File: src/rtl/multi_pwm.sv
// Multi-channel PWM generator that shares one counter across all channels.
// Settings are double-buffered and only take effect at a period boundary, or at once when idle.
`timescale 1ns / 1ps
module multi_pwm #(
  parameter int unsigned NUM_CH = 4,
  parameter int unsigned WIDTH  = 8
) (
  input  logic                    clock,
  input  logic                    reset_n,
  input  logic [NUM_CH-1:0]       pwm_enable,
  input  logic [7:0]              pwm_prescale,
  input  logic [WIDTH-1:0]        pwm_period,
  input  logic                    pwm_center,
  input  logic [NUM_CH*WIDTH-1:0] pwm_duty,
  input  logic                    pwm_update,
  output logic                    pwm_done,
  output logic                    pwm_period_start,
  output logic [NUM_CH-1:0]       pwm_signal
);

  localparam logic [WIDTH-1:0] CntOne = WIDTH'(1);

  typedef enum logic {DirUp, DirDown} dir_e;

  // Shadow settings, written by pwm_update.
  logic [7:0]              sh_prescale_q, sh_prescale_d;
  logic [WIDTH-1:0]        sh_period_q, sh_period_d;
  logic                    sh_center_q, sh_center_d;
  logic [NUM_CH*WIDTH-1:0] sh_duty_q, sh_duty_d;
  logic                    pending_q, pending_d;

  // Active settings, driving the counter and comparators.
  logic [7:0]              act_prescale_q, act_prescale_d;
  logic [WIDTH-1:0]        act_period_q, act_period_d;
  logic                    act_center_q, act_center_d;
  logic [NUM_CH*WIDTH-1:0] act_duty_q, act_duty_d;

  logic [7:0]        presc_q, presc_d;
  logic [WIDTH-1:0]  cnt_q, cnt_d;
  dir_e              dir_q, dir_d;
  logic              tick, boundary, apply;
  logic              applied_q;
  logic              done_q, period_start_q;
  logic [NUM_CH-1:0] signal_q, signal_d;

  // State register.
  always_ff @(posedge clock or negedge reset_n) begin
    if (!reset_n) begin
      sh_prescale_q  <= '0;
      sh_period_q    <= '1;
      sh_center_q    <= 1'b0;
      sh_duty_q      <= '0;
      pending_q      <= 1'b0;
      act_prescale_q <= '0;
      act_period_q   <= '1;
      act_center_q   <= 1'b0;
      act_duty_q     <= '0;
      presc_q        <= '0;
      cnt_q          <= '0;
      dir_q          <= DirUp;
      applied_q      <= 1'b0;
      done_q         <= 1'b0;
      period_start_q <= 1'b0;
      signal_q       <= '0;
    end else begin
      sh_prescale_q  <= sh_prescale_d;
      sh_period_q    <= sh_period_d;
      sh_center_q    <= sh_center_d;
      sh_duty_q      <= sh_duty_d;
      pending_q      <= pending_d;
      act_prescale_q <= act_prescale_d;
      act_period_q   <= act_period_d;
      act_center_q   <= act_center_d;
      act_duty_q     <= act_duty_d;
      presc_q        <= presc_d;
      cnt_q          <= cnt_d;
      dir_q          <= dir_d;
      applied_q      <= apply;
      done_q         <= applied_q;
      period_start_q <= boundary;
      signal_q       <= signal_d;
    end
  end

  // Prescaler and period counter next state.
  always_comb begin
    tick     = (presc_q == act_prescale_q);
    presc_d  = tick ? 8'd0 : presc_q + 8'd1;
    cnt_d    = cnt_q;
    dir_d    = dir_q;
    boundary = 1'b0;
    if (tick) begin
      if (act_period_q == '0) begin
        cnt_d    = '0;
        dir_d    = DirUp;
        boundary = 1'b1;
      end else if (!act_center_q) begin
        if (cnt_q >= act_period_q) begin
          cnt_d    = '0;
          boundary = 1'b1;
        end else begin
          cnt_d = cnt_q + CntOne;
        end
      end else if (dir_q == DirUp) begin
        if (cnt_q >= act_period_q) begin
          // With P==1 the peak is also the last tick of the period.
          if (act_period_q == CntOne) begin
            cnt_d    = '0;
            boundary = 1'b1;
          end else begin
            cnt_d = act_period_q - CntOne;
            dir_d = DirDown;
          end
        end else begin
          cnt_d = cnt_q + CntOne;
        end
      end else begin
        if (cnt_q <= CntOne) begin
          cnt_d    = '0;
          dir_d    = DirUp;
          boundary = 1'b1;
        end else begin
          cnt_d = cnt_q - CntOne;
        end
      end
    end

    // Idle channels allow applying without waiting for a boundary.
    apply = pending_q && (boundary || (pwm_enable == '0));
    if (apply) begin
      presc_d = '0;
      cnt_d   = '0;
      dir_d   = DirUp;
    end
  end

  // Shadow capture and active load; an update on the apply edge stays pending.
  always_comb begin
    sh_prescale_d  = sh_prescale_q;
    sh_period_d    = sh_period_q;
    sh_center_d    = sh_center_q;
    sh_duty_d      = sh_duty_q;
    act_prescale_d = act_prescale_q;
    act_period_d   = act_period_q;
    act_center_d   = act_center_q;
    act_duty_d     = act_duty_q;
    pending_d      = pwm_update | (pending_q & ~apply);
    if (pwm_update) begin
      sh_prescale_d = pwm_prescale;
      sh_period_d   = pwm_period;
      sh_center_d   = pwm_center;
      sh_duty_d     = pwm_duty;
    end
    if (apply) begin
      act_prescale_d = sh_prescale_q;
      act_period_d   = sh_period_q;
      act_center_d   = sh_center_q;
      act_duty_d     = sh_duty_q;
    end
  end

  // Per-channel duty comparators.
  always_comb begin
    signal_d = '0;
    for (int unsigned i = 0; i < NUM_CH; i++) begin
      signal_d[i] = pwm_enable[i] & (cnt_q < act_duty_q[i*WIDTH +: WIDTH]);
    end
  end

  assign pwm_done         = done_q;
  assign pwm_period_start = period_start_q;
  assign pwm_signal       = signal_q;

endmodule

File: config.mk
export PLATFORM = sky130hd
export DESIGN_NAME = multi_pwm
export DESIGN_NICKNAME = d
export VERILOG_FILES = /design/src/rtl/multi_pwm.sv
export SDC_FILE = /design/constraint.sdc
export NUM_CORES = 1
export LEC_CHECK = 0
export CORE_ASPECT_RATIO = 0.5
export CORE_MARGIN = 5
export CORE_UTILIZATION = 51
export DETAILED_ROUTE_END_ITERATION = 16
export GPL_TIMING_DRIVEN = 1
export PLACE_DENSITY = 0.75
export SLEW_MARGIN = 30
export SYNTH_ARGS = -nofsm -noshare
export SYNTH_HDL_FRONTEND = slang
export SYNTH_SLANG_ARGS = --single-unit
File: constraint.sdc
create_clock -name clock -period 2.8 [get_ports clock]
set_input_delay 0.7 -clock clock [delete_from_list [all_inputs] [get_ports clock]]
set_output_delay 0.7 -clock clock [all_outputs]
set_load 0.05 [all_outputs]
After elaboration in Yosys (flattened, before gate mapping)
Cells that the tools add are included.

Bits in registers: 123. Input bits: 56. Output and inout bits: 6. Word-level logic and storage cells: 69.

$add $sub $neg: 4. Magnitude comparators: 6. Eq/ne operators: 2. Mux-type cells: 27. Bitwise operators: 7. Reductions and logical operators: 7.

Operator list (number): 8-bit two-way mux (11); 8-bit < comparator (4); 8-bit by 1-bit adder with 8-bit output (second input constant) (2); 1-bit two-way mux (16); 8-bit by 1-bit subtractor with 8-bit output (second input constant) (2); 8-bit by 1-bit == test with 1-bit output (second input constant) (1); 8-bit == test (1); 8-bit greater-or-equal comparator (1); 8-bit by 1-bit <= comparator with 1-bit output (second input constant) (1); 8-bit zero test (1); 1-bit bitwise AND (5); 4-bit zero test (1); 3-bit nonzero test (1); 2-bit AND reduction (1); 2-bit nonzero test (1); 1-bit logical AND (1); 1-bit logical OR (1); 1-bit inverter (1); 1-bit bitwise OR (1).

Longest topological paths before layout
Gate-level depths: netlist of the first run.

Depth after elaboration: 12. Depth in mapped cells: 10.

Least setup slack after synthesis of the first run
OpenSTA, ideal clock, no wires.

Kind: register to register. Start point: register cnt_q[0]. End point: register act_center_q. Library setup time: 125 ps. Arrival: 2670 ps. Data required time: 2675 ps. Setup slack: 5 ps. Stages on the path, launching flop included: 11. Buffers on the path: 2. Period minus slack after synthesis: 2795 ps. Path through: dfrtp_1 > clkbuf_1 > inv_1 > ha_1 > nand2b_1 > a2111oi_0 > o311a_1 > o21ai_2 > a31oi_4 > buf_6 > mux2_4.

Longest elaborated chain between the ends: 8. Elaborated cells between the ends (all ways): 11. Classes of those cells: order compare: 2; mux: 7; reduce/logical: 2.

RTL lines: from (decl) (line 39) `logic [WIDTH-1:0] cnt_q, cnt_d;`; from (signal assigned) (line 76) `cnt_q <= cnt_d;`; 8-bit greater-or-equal comparator / 8-bit by 1-bit <= comparator with 1-bit output (equally long branches) (line 98, 105, 118); 1-bit two-way mux, on equally long branches (line 105, 118); 1-bit two-way mux (line 104) `end else if (dir_q == DirUp) begin`; 1-bit two-way mux (*) (line 97) `end else if (!act_center_q) begin`; 1-bit two-way mux (*) (line 93) `if (act_period_q == '0) begin`; 1-bit two-way mux (*) (line 92) `if (tick) begin`; 1-bit logical OR (*) (line 129) `apply = pending_q && (boundary || (pwm_enable == '0));`; 1-bit logical AND (*) (line 129); to (signal assigned) (line 73) `act_center_q <= act_center_d;`; to (decl) (line 35) `logic act_center_q, act_center_d;`.

Every way passes the cells marked *; elsewhere a longest branch is shown, timed or not. A chain may end at the register's enable or synchronous reset.

Worst setup path after layout of the first run
Start point: register act_period_q[1]. End point: register act_duty_q[13].

Longest elaborated chain between the ends: 9. Elaborated cells between the ends (all ways): 12. Classes of those cells: order compare: 1; eq/ne: 1; mux: 7; reduce/logical: 3.

RTL lines: from (decl) (line 34) `logic [WIDTH-1:0] act_period_q, act_period_d;`; from (signal assigned) (line 72) `act_period_q <= act_period_d;`; branches (longest 5 deep; another with 8-bit greater-or-equal comparator); 1-bit two-way mux (*) (line 93); 1-bit two-way mux (*) (line 92); 1-bit logical OR (*) (line 129); 1-bit logical AND (*) (line 129); to (signal assigned) (line 74) `act_duty_q <= act_duty_d;`; to (decl) (line 36) `logic [NUM_CH*WIDTH-1:0] act_duty_q, act_duty_d;`.

Every way passes the cells marked *.

==> results of run 1 <==
## layer usage
metal | vias to the layer above | wire, um | part of all wire, % | track usage (%)
met1 | 2075 | 6190 | 47 | 24.4
met2 | 95 | 6280 | 47 | 32.0
met4 | 0 | 138 | 1.0 | 5.89
li1 | 1961 | - | - | -
met3 | 10 | 624 | 4.7 | 5.34
met5 | - | 0 | 0 | 0
## layout by cell type, fill, tap and decap left out, types with 3 or more instances in the layout
master             n
dfrtp_1          107
clkdlybuf4s50_1   59
mux2_2            50
mux2_4            49
inv_1             44
ha_1              42
buf_4             20
nor2_1            19
clkbuf_16         17
xnor2_1           16
dfstp_2           16
nand2_1           15
o21ai_0           14
nand3_1            9
a21o_1             8
and3_1             6
a32o_1             6
nand2b_1           5
nor4_1             5
xor2_1             5
a211oi_1           5
o21bai_1           5
nand3b_1           5
a31oi_1            5
buf_12             5
and2_1             4
nor3_1             4
bufinv_16          4
clkinvlp_4         4
nand4_1            3
o21a_1             3
a32oi_1            3
o22ai_1            3
## kinds of logic (layout without fill, tap and decap cells)
group	Yosys count	after routing	share of synthesized area [%]
buffers and inverters	60	162	4.14
muxes	99	99	20.5
and+or+nand+nor	79	79	6.48
adders and majority gates	42	42	8.28
DFF	123	123	48.8
xor gates and xnor gates	21	21	2.90
AOI/OAI and AO/OA	74	74	8.95
## metrics by stage
step	util (%)	cell area (um^2)	cells	hold slack [ps]
after global routing	66.5	7960	765	339
after detailed placement	61.0	7310	733	344
after CTS	66.4	7960	765	316
after floorplan	-	6350	498	331
final	66.5	7960	765	298
after global placement	61.0	7310	733	341
## how the worst max path moves through the flow
stage	end	from
detailed placement	cnt_q[2]$_DFFE_PN0P_	act_period_q[0]$_DFFE_PN1N_
global placement	act_prescale_q[2]$_DFFE_PN0N_	act_period_q[0]$_DFFE_PN1N_
CTS	act_prescale_q[0]$_DFFE_PN0N_	act_period_q[1]$_DFFE_PN1N_
floorplan	act_center_q$_DFFE_PN0N_	cnt_q[0]$_DFFE_PN0P_
finish	act_duty_q[13]$_DFFE_PN0N_	act_period_q[1]$_DFFE_PN1N_
global route	act_prescale_q[0]$_DFFE_PN0N_	act_period_q[1]$_DFFE_PN1N_
## layout make-up
type	instances	area [um^2]
inverter	44	165
clock buffer	19	453
sequential	123	3100
multi-input combinational	315	2990
fill	922	4020
tap	165	206
clock inverter	13	190
timing repair buffer	86	857
## state kept, by name, summed over array words and instances, names as in the netlist
| register | flops |
|---|---|
| act_duty_q | 32 |
| sh_duty_q | 32 |
| act_period_q | 8 |
| act_prescale_q | 8 |
| cnt_q | 8 |
| presc_q | 8 |
| sh_period_q | 8 |
| sh_prescale_q | 8 |
| pwm_signal | 4 |
| act_center_q | 1 |
| applied_q | 1 |
| dir_q | 1 |
| pending_q | 1 |
| pwm_done | 1 |
| pwm_period_start | 1 |
| sh_center_q | 1 |
## power groups by stage
stage	registers (W)	clock network [W]	logic, W
after floorplan	0.00242	0	0.00109
after global placement	0.00246	0	0.00145
after detailed placement	0.00247	0	0.00151
after CTS	0.00246	0.00240	0.00153
after global routing	0.00251	0.00250	0.00169
final	0.00246	0.00236	0.00153
## timing repair
item                       4_1_cts  5_1_grt
pin swaps                        0        1
hold buffers                     0        0
gates resized for setup          2        1
setup endpoints to repair       10       48
==> impl_results.md, run 1 <==
- Worst Path Required: 3090 ps
- Antenna violations before repair: 0
- Initial Util: a little over half
- Crit path cell chain: inv_1, ha_1, a2111oi_1, buf_4, o311a_1, o21ai_2, a31oi_4, buf_12, mux2_4
- Final period util: between 90% and 100%
- Dominant synthesized flop cell: dfrtp_1
- Max cap viols: 0
- Max stage delay on crit path: 540 ps
- Critical Path Source Type: flop
- First-pass GRT wire length: ~22000 um
- Yosys warning total: 0
- # setup viols final: 0
- Worst VDD drop: 0.417 mV
- WS Path Type: flop to flop
- Max transition margin: 60.0%
- DIE HEIGHT: 88.9 um
- Final sum of negative setup slack: 0 ps
- PwrDens: roughly 800 mW/mm^2
- Net Switching: 0.00177 W
- Largest cells by area after synthesis: dfrtp_1 (42%), mux2_4 (12%), mux2_2 (8.9%)
- Power share of the clock group: 37.2%
- Die area: between 0.01 and 0.015 mm^2
- Post-synth top area cell: dfrtp_1
- Max Freq: 371 MHz
- Post-DR wirelength/cell: 17.3 um
- CTS sink count: 123
- Maximum clock insertion buffer count: 2
- Pwr Total: 0.00635 W
- Reg2Reg Depth: 9
- Crit path depth: 9
- Worst-path clk slew: 60 ps
- EDFF count, synth: 0
- Dpl hpwl: 9230 um
- Iter 0 DRT Violations: 252
- Unrepaired setup endpoints after global routing: no
- Routed vias: roughly 4100
- Sequential area share after synthesis: between 40 and 50%
- Detailed Routing Iterations Pass 1: 4
- Routed Wire Length: 13200 um
- Num rows: 28
- Core Box Area: 0.0120 mm^2
- Post-CTS Repair Setup Buffers: 0
- TritonCTS clock tree: built
- CP Max Fanout: 16
- Hold Vio Cnt, Final: 0
- Final WS setup: roughly 100 ps
- Syn nets: approximately 600
- CTS root buf: clkbuf_16
- Synth async-reset ratio: 100%
- Nets: 685
- WP data arrival: 2980 ps
- Static leakage: 3.80 nW
- Max-slew violation count: 0
- Port Buffers: 61
- Die X: 168 um
- Top Family by Delay on Critical Path: compound AO/OA/AOI/OAI gates
- CP Capture Type: flop
- Reg-to-Reg End: act_duty_q[13]$_DFFE_PN0N_
- Synth Instances: 498
- Vias in the first global route: 4450
- Synth top area share: around 42%
- GP Congestion: 0.932
- Crit path buf inv count: 3
- Slowest CP cell: dfstp_2
- Cts bufs inserted: 17
- Ant diodes: 0
- Clock period minus worst slack: 2700 ps
- Power Internal: between 0.004 and 0.005 W
- R2R Setup Slk: 100 ps
- Status: finished clean
- DRC viols: 0
- Proportion of layout cells with a drive suffix above 1: 30.0%
- FF-to-FF Start: act_period_q[1]$_DFFE_PN1N_
- Post-place setup slack: between 10 and 15 ps
- Global route total overflow: 0
- Synth Cell Area: between 0.006 and 0.007 mm^2
- Worst Tran Pin Value: about 600 ps
- Most instantiated cells after synthesis: dfrtp_1 (107), mux2_2 (50), mux2_4 (49)
- H-tree levels: 4
- Detail Route Antenna Nets: 0
- # IOs: 62
- Synth Register Bits: 123
- Netlist cell types: 51
- HP Class: input port to async pin
- Worst-Skew Late Latency: 410 ps
- Worst Clk Skew: 8.47 ps
- Area Growth Syn to Fin: 25.4%
- Vias per inst: 5.41
- Combinational power share: 24.0%
- Global Route Usage Sum: approximately a fifth
- Most frequent cell after synthesis: dfrtp_1
- Sequential share of power: 38.7%
- Net Sw Frac: 27.9%
- Average size of a mapped cell: 12.7 um^2
- Largest net degree at the start of global routing: 48
Power figures use the tool's default switching activity.
==> run 2, diff against run 1 <==
Settings changed: CTS_BUF_LIST from default to sky130_fd_sc_hd__clkbuf_4.
==> run 2 against run 1 <==
Total power shrank 15%; first-iteration DRC count grew 7.5%; routed wire length shrank 3.2%; die area is the same; core utilization shrank 2.7 points; maximum frequency shrank 1.2%; clock skew grew 12 ps; highest routed layer unchanged; register-to-register slack lost 30 ps.
==> impl_results.md, run 2 (synthesis gave the netlist of run 1 again) <==
- Nets: 685 (unchanged)
- Routed Wire Length: 12800 um (-3.2%)
- Final Core Density: 63.8% (-2.7 points)
- Iter 0 DRT Violations: 271 (+7.5%)
- WS Path Type: flop to flop
- Die X: 168 um (unchanged)
- CP Max Fanout: 11 (-5)
- Status: finished clean
- Crit path buf inv count: 2 (-1)
- R2R Setup Slk: 70 ps (-30 ps)
- Reg-to-Reg End: act_prescale_q[2]$_DFFE_PN0N_
- Global Route Usage Sum: 18.5% (-0.51 points)
- Ant diodes: 0 (unchanged)
- Most frequent cells in the layout: dfrtp_1 (107), clkdlybuf4s50_1 (59), mux2_2 (50)
- H-tree levels: 4 (unchanged)
- # IOs: 62 (unchanged)
- DIE HEIGHT: 88.9 um (unchanged)
- Leading cell type in the layout, fill and taps excluded: dfrtp_1
- Final sum of negative setup slack: 0 ps (unchanged)
- GP Congestion: 0.932 (unchanged)
- Top Family by Delay on Critical Path: compound AO/OA/AOI/OAI gates
- Net Switching: 0.00165 W (-6.8%)
- Detailed Routing Iterations Pass 1: 5 (+1)
- Crit path cell chain: ha_1, nand2b_1, a2111oi_0, buf_4, o311a_1, o21ai_2, a31oi_4, buf_6, mux2_4
- Area Growth Syn to Fin: 20.4%
- Worst Tran Pin Value: 597 ps (-3.16 ps)
- Max transition margin: 60.2% (+0.21 points)
- Max cap viols: 0 (unchanged)
- Crit path depth: 9 (unchanged)
- Final WS setup: 71.0 ps (-32.3 ps)
- Power Internal: 0.00373 W (-18%)
- FF-to-FF Start: act_period_q[0]$_DFFE_PN1N_
- CP Capture Type: flop
- Initial Util: 53.0% (unchanged)
- Worst VDD drop: 0.292 mV (-30%)
- Critical path endpoint: act_prescale_q[2]$_DFFE_PN0N_
- Final period util: 97.5% (+1.2 points)
- # setup viols final: 0 (unchanged)
- Core Box Area: 0.0120 mm^2 (unchanged)
- Max stage delay on crit path: 550 ps (about the same)
- Pwr Total: 0.00538 W (-15%)
- Worst-path clk slew: 110 ps (+50 ps)
- Static leakage: 3.66 nW (-3.8%)
- Largest net degree at the start of global routing: 48 (unchanged)
- Net Sw Frac: 30.7% (+2.8 points)
- HP Class: input port to async pin
- Detail Route Antenna Nets: 0 (unchanged)
- Worst Path Required: 3230 ps (+140 ps)
- Cts hold-fix bufs: 0 (unchanged)
- Max Freq: 366 MHz (-1.2%)
- Vias in the first global route: 4357 (-2.1%)
- Post-place setup slack: 14.1 ps (unchanged)
- Combinational power share: 28.1% (+4.1 points)
- Antenna violations before repair: 0 (unchanged)
- Maximum clock insertion buffer count: 2 (unchanged)
- Worst-Skew Late Latency: 550 ps (+140 ps)
- DRC viols: 0 (unchanged)
- Fin Hold WS: 156 ps (-142 ps)
- Critical Path Source Type: flop
- Clock period minus worst slack: 2730 ps (+32.3 ps)
- PwrDens: 704 mW/mm^2 (-12%)
- Slowest CP cell: dfstp_2
- TritonCTS clock tree: built
- Routed vias: 4148 (+0.17%)
- Worst Clk Skew: 20.1 ps (+11.6 ps)
- Reg2Reg Depth: 9 (unchanged)
- Dpl hpwl: 9230 um (unchanged)
- Post-DR wirelength/cell: 16.8 um (-3.2%)
- Regs by FF count: act_duty_q x32, sh_duty_q x32
- Num rows: 28 (unchanged)
- Power share of the clock group: 26.4% (-11 points)
- CTS sink count: 123 (unchanged)
- First-pass GRT wire length: 21600 um (-3.1%)
- Sequential share of power: 45.4% (+6.7 points)
- Vias per inst: 5.42 (+0.17%)
- Die area: 0.0149 mm^2 (unchanged)
- CP startpoint: act_period_q[0]$_DFFE_PN1N_
- Proportion of layout cells with a drive suffix above 1: 29.7% (-0.33 points)
- Hold Vio Cnt, Final: 0 (unchanged)
- Cts bufs inserted: 17 (unchanged)
- WP data arrival: 3160 ps (+180 ps)
- Global route total overflow: 0 (unchanged)
- Max-slew violation count: 0 (unchanged)
- CTS root buf: clkbuf_4
- Unrepaired setup endpoints after global routing: yes
- Port Buffers: 61 (unchanged)
## run 2: cell types whose count changed in the layout (fill, tap and decap cells not counted), sizes merged
cell	before	now
clkinv	3	5
clkbuf	19	17
## run 2: stage by stage
stage	instance area, um^2	instances
finish	7640	765
global route	7640	765
CTS	7640	765
detailed placement	7310	733
global placement	7310	733
floorplan	6350	498
## run 2: power by group through the flow
stage          clock [W]  sequential [W]  combinational [W]
2_1_floorplan          0         0.00242            0.00109
3_5_place_dp           0         0.00247            0.00151
5_1_grt          0.00155         0.00250            0.00168
3_3_place_gp           0         0.00246            0.00145
4_1_cts          0.00145         0.00245            0.00152
6_report         0.00142         0.00245            0.00151
## run 2: worst register-to-register path: stages, from the launching register on
cell	delay [ps]
dfstp_2	550
ha_1	220
nand2b_1	140
a2111oi_0	410
buf_4	190
o311a_1	180
o21ai_2	90
a31oi_4	290
buf_6	240
mux2_4	320
## run 2: what timing repair did
action	CTS	global route
buffers inserted	0	0
setup endpoints to repair	4	13
gates resized for setup	1	1
pin swaps	0	1
## run 2: worst min-delay path by stage
stage / startpoint / endpoint / slack, ps / cells past startpoint
after CTS: reset_n / sh_prescale_q[3]$_DFFE_PN0P_ / 150 / 1
after global placement: applied_q$_DFF_PN0_ / pwm_done$_DFF_PN0_ / 340 / 0
after floorplan: applied_q$_DFF_PN0_ / pwm_done$_DFF_PN0_ / 330 / 0
after global routing: reset_n / act_prescale_q[6]$_DFFE_PN0N_ / 160 / 1
final: reset_n / act_prescale_q[3]$_DFFE_PN0N_ / 160 / 1
after detailed placement: applied_q$_DFF_PN0_ / pwm_done$_DFF_PN0_ / 340 / 0
## run 2: per-layer routing
| layer | GRT usage [%] | part of all wire [%] | vias up |
|---|---|---|---|
| met5 | 0 | 0 | - |
| met4 | 6.04 | 1.2 | 0 |
| met2 | 30.3 | 46 | 106 |
| li1 | - | - | 1964 |
| met1 | 24.1 | 47 | 2063 |
| met3 | 5.43 | 5.8 | 15 |
## run 2: final cells by class
| cell class | count | area, um^2 |
|---|---|---|
| clock buffers | 17 | 128 |
| clock inverters | 15 | 198 |
| fillers | 969 | 4340 |
| inverters | 44 | 165 |
| multi-input cells | 315 | 2990 |
| flip-flops and latches | 123 | 3100 |
| well taps | 165 | 206 |
| repair buffers | 86 | 857 |
==> run 3, diff against run 2 <==
Settings changed: SLEW_MARGIN 30 to default.
==> results of run 3 <==
The final DEF is identical to that of run 2; final timing and power are the same.
